`config.mk`:
```
export PLATFORM = sky130hd
export DESIGN_NAME = pdp8_rf_brk
export DESIGN_NICKNAME = d
export VERILOG_FILES = /design/src/rtl/pdp8_rf_brk_pkg.sv /design/src/rtl/pdp8_rf_brk.sv
export SDC_FILE = /design/constraint.sdc
export NUM_CORES = 1
export LEC_CHECK = 0
export CAP_MARGIN = 15
export CELL_PAD_IN_SITES_DETAIL_PLACEMENT = 1
export CELL_PAD_IN_SITES_GLOBAL_PLACEMENT = 2
export CORE_MARGIN = 1
export CORE_UTILIZATION = 25
export CTS_CLUSTER_SIZE = 30
export DETAILED_ROUTE_END_ITERATION = 12
export PLACE_DENSITY_LB_ADDON = 0.1
export SYNTH_ARGS = -nofsm -noshare
export SYNTH_HDL_FRONTEND = slang
export SYNTH_SLANG_ARGS = --single-unit
```
`constraint.sdc`:
```
create_clock -name clk -period 4.45 [get_ports clk]
set_input_delay 0.6675 -clock clk [delete_from_list [all_inputs] [get_ports clk]]
set_output_delay 0.6675 -clock clk [all_outputs]
set_load 0.02 [all_outputs]
```
`src/rtl/pdp8_rf_brk_pkg.sv`:
```
// pdp8_rf_brk_pkg: state encoding, register addresses and the
// shared 12-bit incrementer used by the data-break engine.
package pdp8_rf_brk_pkg;

  typedef enum logic [2:0] {
    ST_IDLE  = 3'd0,
    ST_WAIT  = 3'd1,
    ST_WC_RD = 3'd2,
    ST_WC_WR = 3'd3,
    ST_CA_RD = 3'd4,
    ST_CA_WR = 3'd5,
    ST_DATA  = 3'd6,
    ST_DONE  = 3'd7
  } brk_state_e;

  localparam logic [11:0] WC_ADDR_DEF = 12'o7750;
  localparam logic [11:0] CA_ADDR_DEF = 12'o7751;

  // 12-bit wrap: 7777 -> 0000
  function automatic logic [11:0] inc12(input logic [11:0] v);
    return v + 12'd1;
  endfunction

endpackage

```
`src/rtl/pdp8_rf_brk.sv`:
```
// pdp8_rf_brk: RF08 three-cycle data-break engine (WC, CA, data).
// Ports: brk_* handshake to RF, brk_mreq/brk_grant to the CPU
// arbiter, ram_* strobe/done interface to core memory.
import pdp8_rf_brk_pkg::*;

module pdp8_rf_brk #(
  parameter logic [11:0] WC_ADDR = WC_ADDR_DEF,
  parameter logic [11:0] CA_ADDR = CA_ADDR_DEF
) (
  input  logic        clk,
  input  logic        reset,
  input  logic        brk_req,
  input  logic        brk_wr,
  input  logic [2:0]  brk_ema,
  input  logic [11:0] brk_wdata,
  output logic        brk_ack,
  output logic [11:0] brk_rdata,
  output logic        brk_wc_ovf,
  output logic        brk_busy,
  output logic        brk_mreq,
  input  logic        brk_grant,
  output logic [14:0] ram_addr,
  output logic [11:0] ram_wdata,
  output logic        ram_rd,
  output logic        ram_wr,
  input  logic [11:0] ram_rdata,
  input  logic        ram_done
);

  brk_state_e  state_q, state_d;
  logic        wr_q, wr_d;
  logic [2:0]  ema_q, ema_d;
  logic [11:0] wdata_q, wdata_d;
  logic [11:0] ca_q, ca_d;
  logic        ovf_q, ovf_d;
  logic        ack_q, ack_d;
  logic        wc_ovf_q, wc_ovf_d;
  logic [11:0] rdata_q, rdata_d;
  logic        busy_q, busy_d;
  logic        mreq_q, mreq_d;
  logic [14:0] addr_q, addr_d;
  logic [11:0] mwd_q, mwd_d;
  logic        rd_q, rd_d;
  logic        wstb_q, wstb_d;

  logic [11:0] inc;
  logic        strobe;
  logic        done;
  logic        mem_st;
  logic        cur_wr;

  always_comb begin
    state_d  = state_q;
    wr_d     = wr_q;
    ema_d    = ema_q;
    wdata_d  = wdata_q;
    ca_d     = ca_q;
    ovf_d    = ovf_q;
    ack_d    = 1'b0;
    wc_ovf_d = 1'b0;
    rdata_d  = rdata_q;
    busy_d   = busy_q;
    mreq_d   = mreq_q;
    addr_d   = addr_q;
    mwd_d    = mwd_q;
    rd_d     = rd_q;
    wstb_d   = wstb_q;

    inc    = inc12(ram_rdata);
    strobe = rd_q | wstb_q;
    done   = strobe & ram_done;
    mem_st = state_q inside {ST_WC_RD, ST_WC_WR,
                             ST_CA_RD, ST_CA_WR, ST_DATA};
    cur_wr = (state_q == ST_WC_WR) |
             (state_q == ST_CA_WR) |
             ((state_q == ST_DATA) & wr_q);

    // A memory state whose op has not been launched
    // (grant was lost) starts it once grant returns.
    if (mem_st && !strobe && brk_grant) begin
      rd_d   = ~cur_wr;
      wstb_d = cur_wr;
    end

    unique case (state_q)
      ST_IDLE: begin
        if (brk_req) begin
          wr_d    = brk_wr;
          ema_d   = brk_ema;
          wdata_d = brk_wdata;
          mreq_d  = 1'b1;
          busy_d  = 1'b1;
          state_d = ST_WAIT;
        end
      end
      ST_WAIT: begin
        if (brk_grant) begin
          addr_d  = {3'o0, WC_ADDR};
          rd_d    = 1'b1;
          state_d = ST_WC_RD;
        end
      end
      ST_WC_RD: begin
        if (done) begin
          ovf_d   = (inc == 12'o0);
          mwd_d   = inc;
          rd_d    = 1'b0;
          wstb_d  = brk_grant;
          state_d = ST_WC_WR;
        end
      end
      ST_WC_WR: begin
        if (done) begin
          addr_d  = {3'o0, CA_ADDR};
          wstb_d  = 1'b0;
          rd_d    = brk_grant;
          state_d = ST_CA_RD;
        end
      end
      ST_CA_RD: begin
        if (done) begin
          ca_d    = inc;
          mwd_d   = inc;
          rd_d    = 1'b0;
          wstb_d  = brk_grant;
          state_d = ST_CA_WR;
        end
      end
      ST_CA_WR: begin
        if (done) begin
          // CA wrap stays inside the EMA field.
          addr_d  = {ema_q, ca_q};
          mwd_d   = wdata_q;
          rd_d    = brk_grant & ~wr_q;
          wstb_d  = brk_grant & wr_q;
          state_d = ST_DATA;
        end
      end
      ST_DATA: begin
        if (done) begin
          if (!wr_q) rdata_d = ram_rdata;
          rd_d     = 1'b0;
          wstb_d   = 1'b0;
          ack_d    = 1'b1;
          wc_ovf_d = ovf_q;
          mreq_d   = 1'b0;
          state_d  = ST_DONE;
        end
      end
      ST_DONE: begin
        busy_d  = 1'b0;
        state_d = ST_IDLE;
      end
      default: state_d = ST_IDLE;
    endcase
  end

  always_ff @(posedge clk or posedge reset) begin
    if (reset) begin
      state_q  <= ST_IDLE;
      wr_q     <= 1'b0;
      ema_q    <= 3'o0;
      wdata_q  <= 12'o0;
      ca_q     <= 12'o0;
      ovf_q    <= 1'b0;
      ack_q    <= 1'b0;
      wc_ovf_q <= 1'b0;
      rdata_q  <= 12'o0;
      busy_q   <= 1'b0;
      mreq_q   <= 1'b0;
      addr_q   <= 15'o0;
      mwd_q    <= 12'o0;
      rd_q     <= 1'b0;
      wstb_q   <= 1'b0;
    end else begin
      state_q  <= state_d;
      wr_q     <= wr_d;
      ema_q    <= ema_d;
      wdata_q  <= wdata_d;
      ca_q     <= ca_d;
      ovf_q    <= ovf_d;
      ack_q    <= ack_d;
      wc_ovf_q <= wc_ovf_d;
      rdata_q  <= rdata_d;
      busy_q   <= busy_d;
      mreq_q   <= mreq_d;
      addr_q   <= addr_d;
      mwd_q    <= mwd_d;
      rd_q     <= rd_d;
      wstb_q   <= wstb_d;
    end
  end

  assign brk_ack    = ack_q;
  assign brk_rdata  = rdata_q;
  assign brk_wc_ovf = wc_ovf_q;
  assign brk_busy   = busy_q;
  assign brk_mreq   = mreq_q;
  assign ram_addr   = addr_q;
  assign ram_wdata  = mwd_q;
  assign ram_rd     = rd_q;
  assign ram_wr     = wstb_q;

endmodule

```
; ---- Word-level counts from Yosys, hierarchy flattened
; Index checks and enable logic that the tools add are counted.
[word_totals]
ff_bits = 77
[classes]
n_bitwise = 9
addsub = 1
n_eq_ne = 15
n_mux = 34
reduce_logical = 22
[ops]
columns = op, n
row1 = two-way mux 15 bit, 3
row2 = one-hot mux 15 bit (3 select lines), 1
row3 = two-way mux 12 bit, 2
row4 = one-hot mux 12 bit (2 select lines), 1
row5 = one-hot mux 3 bit (8 select lines), 1
row6 = two-way mux 3 bit, 7
row7 = two-way mux 1 bit, 15
row8 = inequality test 2 bit (second input constant), 7
row9 = adder 12 x 1 -> 12 bit (second input constant), 1
row10 = equality test 3 bit (second input constant), 4
row11 = logical NOT 12 bit, 1
row12 = AND reduction 3 bit, 3
row13 = AND reduction 2 bit, 4
row14 = AND reduction 7 bit, 1
row15 = equality test 3 x 2 -> 1 bit (second input constant), 2
row16 = nonzero test 2 bit, 3
row17 = nonzero test 5 bit, 1
row18 = AND 1 bit, 4
row19 = one-hot mux 1 bit (2 select lines), 2
row20 = one-hot mux 1 bit (4 select lines), 1
row21 = AND reduction 4 bit, 1
row22 = OR reduction 2 bit, 2
row23 = equality test 3 x 1 -> 1 bit (second input constant), 1
row24 = logical NOT 3 bit, 1
row25 = 8 further kinds, 12

; ---- Depth between registers and ports, before layout
; Gate-level depths: netlist of run 1.
[depth]
ltp_word = 7
depth_mapped = 6

; ---- Worst setup path before layout of run 1
; Ideal clock, no wire load.
[synth_path]
path_type = input port to flip-flop
start = input port ram_rdata[0]
end = register mwd_q[10], in the netlist ram_wdata[10]
path_stages = 6
setup_time_ps = 74
arrival_time_ps = 1900
slack_ps = 2476
cell_sequence = ha_1 > clkbuf_1 > nand3_1 > or4_4 > a31o_1 > o21ai_2
[synth_between]
elab_chain_cells = 3
[synth_lines]
columns = item, line_no
row1 = "start, declared", pdp8_rf_brk.sv:26  ; input logic [11:0] ram_rdata,
row2 = adder 12 x 1 -> 12 bit, pdp8_rf_brk_pkg.sv:21  ; return v + 12'd1;
row3 = two-way mux 12 bit, "pdp8_rf_brk.sv:104, pdp8_rf_brk.sv:121"
row4 = one-hot mux 12 bit (2 select lines), pdp8_rf_brk.sv:85  ; unique case (state_q)
row5 = "end signal, assigned", pdp8_rf_brk.sv:188  ; mwd_q <= mwd_d;
row6 = "end, declared", pdp8_rf_brk.sv:42  ; logic [11:0] mwd_q, mwd_d;
; No other way between the ends. The select of a mux whose other input is x is not followed.
; A chain may end at the register's enable or synchronous reset.

; ---- Worst setup path in the final report of run 1
[layout_path]
start = input port ram_done
end = register rdata_q[4], in the netlist brk_rdata[4]
[layout_between]
elab_chain_cells = 2
[layout_lines]
columns = item, line_no
row1 = "start, declared", pdp8_rf_brk.sv:27  ; input logic ram_done
row2 = AND 1 bit, pdp8_rf_brk.sv:71  ; done = strobe & ram_done;
row3 = AND reduction 3 bit (no line), --
row4 = "end signal, assigned", pdp8_rf_brk.sv:184  ; rdata_q <= rdata_d;
row5 = "end, declared", pdp8_rf_brk.sv:38  ; logic [11:0] rdata_q, rdata_d;
; No other way between the ends.

==> results of run 1 <==
[final cells by class]
| class | count | share of cell area, % |
|---|---|---|
| multi-input combinational | 229 | 32.3 |
| sequential | 77 | 39.3 |
| timing repair buffer | 81 | 16.3 |
| tap | 184 | 4.69 |
| clock buffer | 12 | 5.23 |
| inverter | 26 | 2.01 |
| clock inverter | 2 | 0.204 |
[worst paths after layout]
kind	end	cells after the start	from
setup / recovery	brk_rdata[4]$_DFFE_PP0P_	5	ram_done
hold / removal	ca_q[10]$_DFFE_PP0P_	1	ca_q[10]$_DFFE_PP0P_
setup reg to reg	brk_rdata[4]$_DFFE_PP0P_	4	state_q[1]$_DFFE_PP0P_
hold reg to reg	ca_q[10]$_DFFE_PP0P_	1	ca_q[10]$_DFFE_PP0P_
max in group asynchronous	ram_addr[13]$_DFFE_PP0P_	3	reset
min in group asynchronous	wdata_q[0]$_DFFE_PP0P_	2	reset
[Yosys cell counts, drive strengths merged, types with 4 or more instances]
cell type,n,share of area (%)
o21ai,21,2.9
o31ai,9,2.0
clkbuf,9,0.94
buf,12,1.9
nand3,7,0.94
dfrtp,77,52
nand4,4,1.1
nand2b,4,0.67
inv,26,2.6
xnor2,5,1.2
a21oi,12,1.6
mux2,31,9.4
nor2,28,2.8
nor3,13,1.9
mux2i,15,4.0
a21o,5,1.0
nand2,31,3.1
[cells by family after synthesis]
kind of cell | after synthesis | synth area share (%)
xor+xnor | 6 | 1.42
simple gates | 102 | 13.3
mux | 47 | 14.1
fa+ha+maj | 1 | 0.337
compound gates | 73 | 13.5
buf+inv | 47 | 5.43
flops | 77 | 51.9
[power by group]
group | total [uW] | internal, uW | switching [uW]
registers | 1220 | 982 | 237
logic | 1170 | 587 | 581
clock network | 677 | 400 | 277
[registers in the layout (all words and copies together) (netlist names), 3 cells and up]
name / flops
ram_addr: 15
brk_rdata: 12
ca_q: 12
ram_wdata: 12
wdata_q: 12
ema_q: 3
state_q: 3
[per-layer routing]
layer	GRT usage, %	wire length (microns)	vias up
met5	0	0	-
met4	5.65	166	0
met3	3.34	383	12
met2	23.2	4840	56
met1	20.2	4930	1434
li1	-	-	1382
[through the flow]
stage	hold WS (ps)	instance area, sq um	std cells	util [%]
finish	481	4910	611	33.8
global route	503	4910	611	33.8
CTS	484	4910	611	33.8
detailed placement	471	4640	597	31.9
global placement	470	4640	597	31.9
floorplan	446	3710	353	-
[cells in the final DEF, fill, tap and decap left out, types with 2 or more instances in the layout]
cell type	synthesis	layout
a211o_1	2	2
a211oi_1	2	2
a21boi_0	2	2
a21o_1	5	5
a21oi_1	12	12
a31oi_1	3	3
and3_1	2	2
buf_4	2	4
clkbuf_16	0	9
clkbuf_8	0	2
clkdlybuf4s50_1	0	77
clkinv_2	0	3
dfrtp_1	77	77
inv_1	26	25
mux2_2	31	31
mux2i_1	15	15
nand2_1	31	31
nand2b_1	4	4
nand3_1	7	7
nand4_1	3	3
nor2_1	28	28
nor2b_1	3	3
nor3_1	12	12
nor3b_1	2	2
nor4_1	3	3
o211ai_2	2	2
o21a_1	3	3
o21ai_0	17	17
o21ai_1	3	3
o31ai_1	8	8
o32ai_1	2	2
o41ai_1	2	2
or3_1	2	2
xnor2_1	5	5
==> flow_summary.ini, run 1 <==
[run_status]
status = complete, no violations

[floorplan]
start_util_pct = 25.5
dieArea_sq_um = 15300
die_h_microns = 124
std_cell_rows = 44
die_w_microns = 124
core_area_sq_um = 14500
ios = 78

[synth]
synth.avg_cell_area_sq_um = 10.5
ys_async_sr_fraction_pct = 100
synth-main-ff-cell = dfrtp_1
netlist_area_sq_um = 3710
netlist_instances = 353
synth_warnings = 0
ys_ff_latch = 77
seq_area_frac_synth_pct = 51.9
synth_edf_count = 0
syn_nets = 387
yosysUniqueCellTypes = 53

[route]
vias = 2884
routed_via_density = 4.72
wl_microns = 10300
wire_per_inst_microns = 16.9
ant_nets = 0
drt-pass1-iter-count = 4
drcViolationCount = 0
drt_iter0_drc = 119

[clock_network]
cts.sinks = 77
clk_pin_slew_ps = 60
postCtsSetupBuffers = 0
ctsResizeCount = 0
cts_tree = built
clk_latency_ps = 340
cts_buffers = 9
clock_path_buffers = 2
h-tree-depth = 3
cts-root-buf = clkbuf_16
postCtsHoldBufs = 0

[placement]
hpwl_microns = 7450
pre_cts_ws_ps = 1350
globalplace.congestion = 0.737
port_buffers = 77

[timing]
finalSetupViolCount = 0
slew_headroom_pct = 30.4
drv_slew = 0
tns_ps = 0
finalCriticalPeriod_ps = 2720
skew_ps = 5.79
final_hold_viol_count = 0
min_period_over_period_pct = 61.1
worst_slack_ps = 1730
max_freq_mhz = 368
rsz0062_at_grt = no
worstMarginPinSlew_ps = 1040

[worst_setup_path]
crit_type = input pin to flop
cp_top_family = simple AND/OR/NAND/NOR gates
path_buf_inv = 1
crit_path_start_kind = input pin
arrival_ps = 2940
crit_fanout = 12
path_cells = clkdlybuf4s50_1, o21a_1, nand3_1, nor2_1, mux2_2
endpoint_kind = flop
cpPeakStageDelay_ps = 810
worstPathRequired_ps = 4680
rrSetupSlack_ps = 2050
slowest_stage = nor2_1

[final_layout]
drive_above_1_share_pct = 13.8
multi_input_area_sq_um = 1580
diodes = 0
layout.area.seq_sq_um = 1930
final_nets = 458
fillCellCount = 1649
area_growth_pct = 32.2

[grt]
antenna_found_initial = 0
track_usage_pct = 14.9
grt_max_degree = 54
grt_overflow = 0
grt_first_pass_wirelength_microns = 16700
grt_pass1_vias = 2972

[power_and_ir_drop]
powerDensity_nw_per_um2 = 625
p_leak_uw = 0.00217
peakVddDrop_mv = 0.258
power_uw = 3060

[run]
cap_violations = 0

[hold_path]
hold_class = flop to flop
Note: power is estimated with default switching activity, not from simulation.
==> inputs of run 2 (changes only) <==
Clock period 4.45 ns to 2.38 ns, I/O delays scaled along.
==> run 2 against run 1 <==
- clock-buffer cell count did not move
- global-route usage increased by 0.41 points
- sequential share of layout area shrank 1.3 points
- die area is the same
- clock power rose by 100%
- sequential cell count stayed put
- combinational power grew 99%
- hold slack worse by 63 ps
- critical path type is now flop to flop
- largest cell class unchanged
- largest power group is now combinational cells
==> flow_summary.ini, run 2 (synthesis gave the netlist of run 1 again) <==
[run_status]
status = complete, no violations

[route]
drt-pass1-iter-count = 4
ant_nets = 0
dr_wl_met2_microns = 5070
drt_iter0_drc = 124
vias = 2954
wl_met3_microns = 455
drcViolationCount = 0
wl_met1_microns = 4980
wire_per_inst_microns = 17.0
route.top_layer_used = met4
routed_via_density = 4.69
wl_microns = 10700

[clock_network]
cts.sinks = 77
ctsResizeCount = 0
cts_tree = built
h-tree-depth = 3
clk_pin_slew_ps = 60
cts_buffers = 9
clock_path_buffers = 2
postCtsSetupBuffers = 0
postCtsHoldBufs = 0
cts-root-buf = clkbuf_16
clk_latency_ps = 350

[worst_setup_path]
path_buf_inv = 1
worstPathRequired_ps = 2600
crit_path_start_kind = flop
endpoint_kind = flop
cp_top_family = simple AND/OR/NAND/NOR gates
slowest_stage = dfrtp_1
crit_type = flop to flop
path_cells = nor2b_1, nand3_1, buf_4, nor3_1, a21oi_1
arrival_ps = 2190
crit_fanout = 23
cpPeakStageDelay_ps = 720

[power_and_ir_drop]
clockPowerShare_pct = 23.1
pwr-share-comb_pct = 39.2
powerDensity_nw_per_um2 = 1170
sequentialPowerShare_pct = 37.7
p_leak_uw = 0.00227
peakVddDrop_mv = 0.523
switching_share_pct = 35.5
internal_power_uw = 3840
p_sw_uw = 2110

[placement]
globalplace.congestion = 0.801
port_buffers = 77
hpwl_microns = 7730

[timing]
min_period_over_period_pct = 82.7
slew_headroom_pct = 60.4
finalSetupViolCount = 0
worstMarginPinSlew_ps = 594
tns_ps = 0
skew_ps = 6.77
rsz0062_at_grt = no
final_hold_viol_count = 0
finalCriticalPeriod_ps = 1970
hold_ws_ps = 418
drv_slew = 0
max_freq_mhz = 508

[floorplan]
ios = 78
std_cell_rows = 44
die_w_microns = 124
dieArea_sq_um = 15300
core_area_sq_um = 14500
die_h_microns = 124
start_util_pct = 25.5

[final_layout]
layout_common_cells = dfrtp_1, clkdlybuf4s50_1, nand2_1, mux2_2, nor2_1
largest_reg_flops = 15
diodes = 0
fillCellCount = 1670
drive_above_1_share_pct = 17.3
final_nets = 475
area_growth_pct = 36.7

[grt]
track_usage_pct = 15.3
grt_max_degree = 78
grt_first_pass_wirelength_microns = 17000
grt_pass1_vias = 3074
antenna_found_initial = 0
grt_overflow = 0

[hold_path]
hold_class = input pin to asynchronous set/reset pin

[run]
cap_violations = 0
-- run 2: per-stage QoR --
stage / cell area (sq um) / power, uW / setup slack (ps) / cells / util [%]
floorplan: 3710 / 3600 / 56.3 / 353 / -
global placement: 4780 / 4600 / 150 / 614 / 32.9
detailed placement: 4780 / 4630 / 104 / 614 / 32.9
CTS: 5070 / 6070 / 394 / 630 / 34.9
global route: 5070 / 6360 / 232 / 630 / 34.9
finish: 5070 / 5950 / 413 / 630 / 34.9
-- run 2: worst paths after layout --
check,start,to,slack (ps),cells after the start
min,reset,wdata_q[5]$_DFFE_PP0P_,420,3
max reg2reg,state_q[2]$_DFFE_PP0P_,ca_q[9]$_DFFE_PP0P_,410,5
min reg2reg,ca_q[6]$_DFFE_PP0P_,ca_q[6]$_DFFE_PP0P_,480,1
max,state_q[2]$_DFFE_PP0P_,ca_q[9]$_DFFE_PP0P_,410,5
min in group clk,ca_q[6]$_DFFE_PP0P_,ca_q[6]$_DFFE_PP0P_,480,1
max in group asynchronous,reset,ram_rd$_DFF_PP0_,1610,3
-- run 2: power groups by stage --
stage / sequential (uW) / combinational (uW) / clock [uW]
2_1_floorplan: 2420 / 1180 / 0
3_3_place_gp: 2260 / 2340 / 0
3_5_place_dp: 2280 / 2360 / 0
4_1_cts: 2260 / 2370 / 1440
5_1_grt: 2330 / 2560 / 1480
6_report: 2240 / 2330 / 1380
-- run 2: routing by layer --
layer / vias to the layer above / track usage (%)
li1: 1410 / -
met1: 1467 / 20.0
met2: 62 / 23.9
met3: 15 / 4.17
met4: 0 / 6.33
met5: - / 0
-- run 2: area by class of cell --
class,count,area [sq um],area share [%]
Sequential cell,77,1930,38.0
Multi-Input combinational cell,229,1580,31.2
Timing Repair Buffer,98,941,18.5
Clock buffer,12,246,4.86
Tap cell,184,230,4.54
Inverter,26,98.8,1.95
Clock inverter,4,47.5,0.937
-- run 2: worst register-to-register path: cells and delay by family, from the launching register on --
| kind | cells | cell delay [ps] |
|---|---|---|
| AOI/OAI and AO/OA | 1 | 70 |
| buffers and inverters | 1 | 220 |
| DFF | 1 | 720 |
| and+or+nand+nor | 3 | 840 |
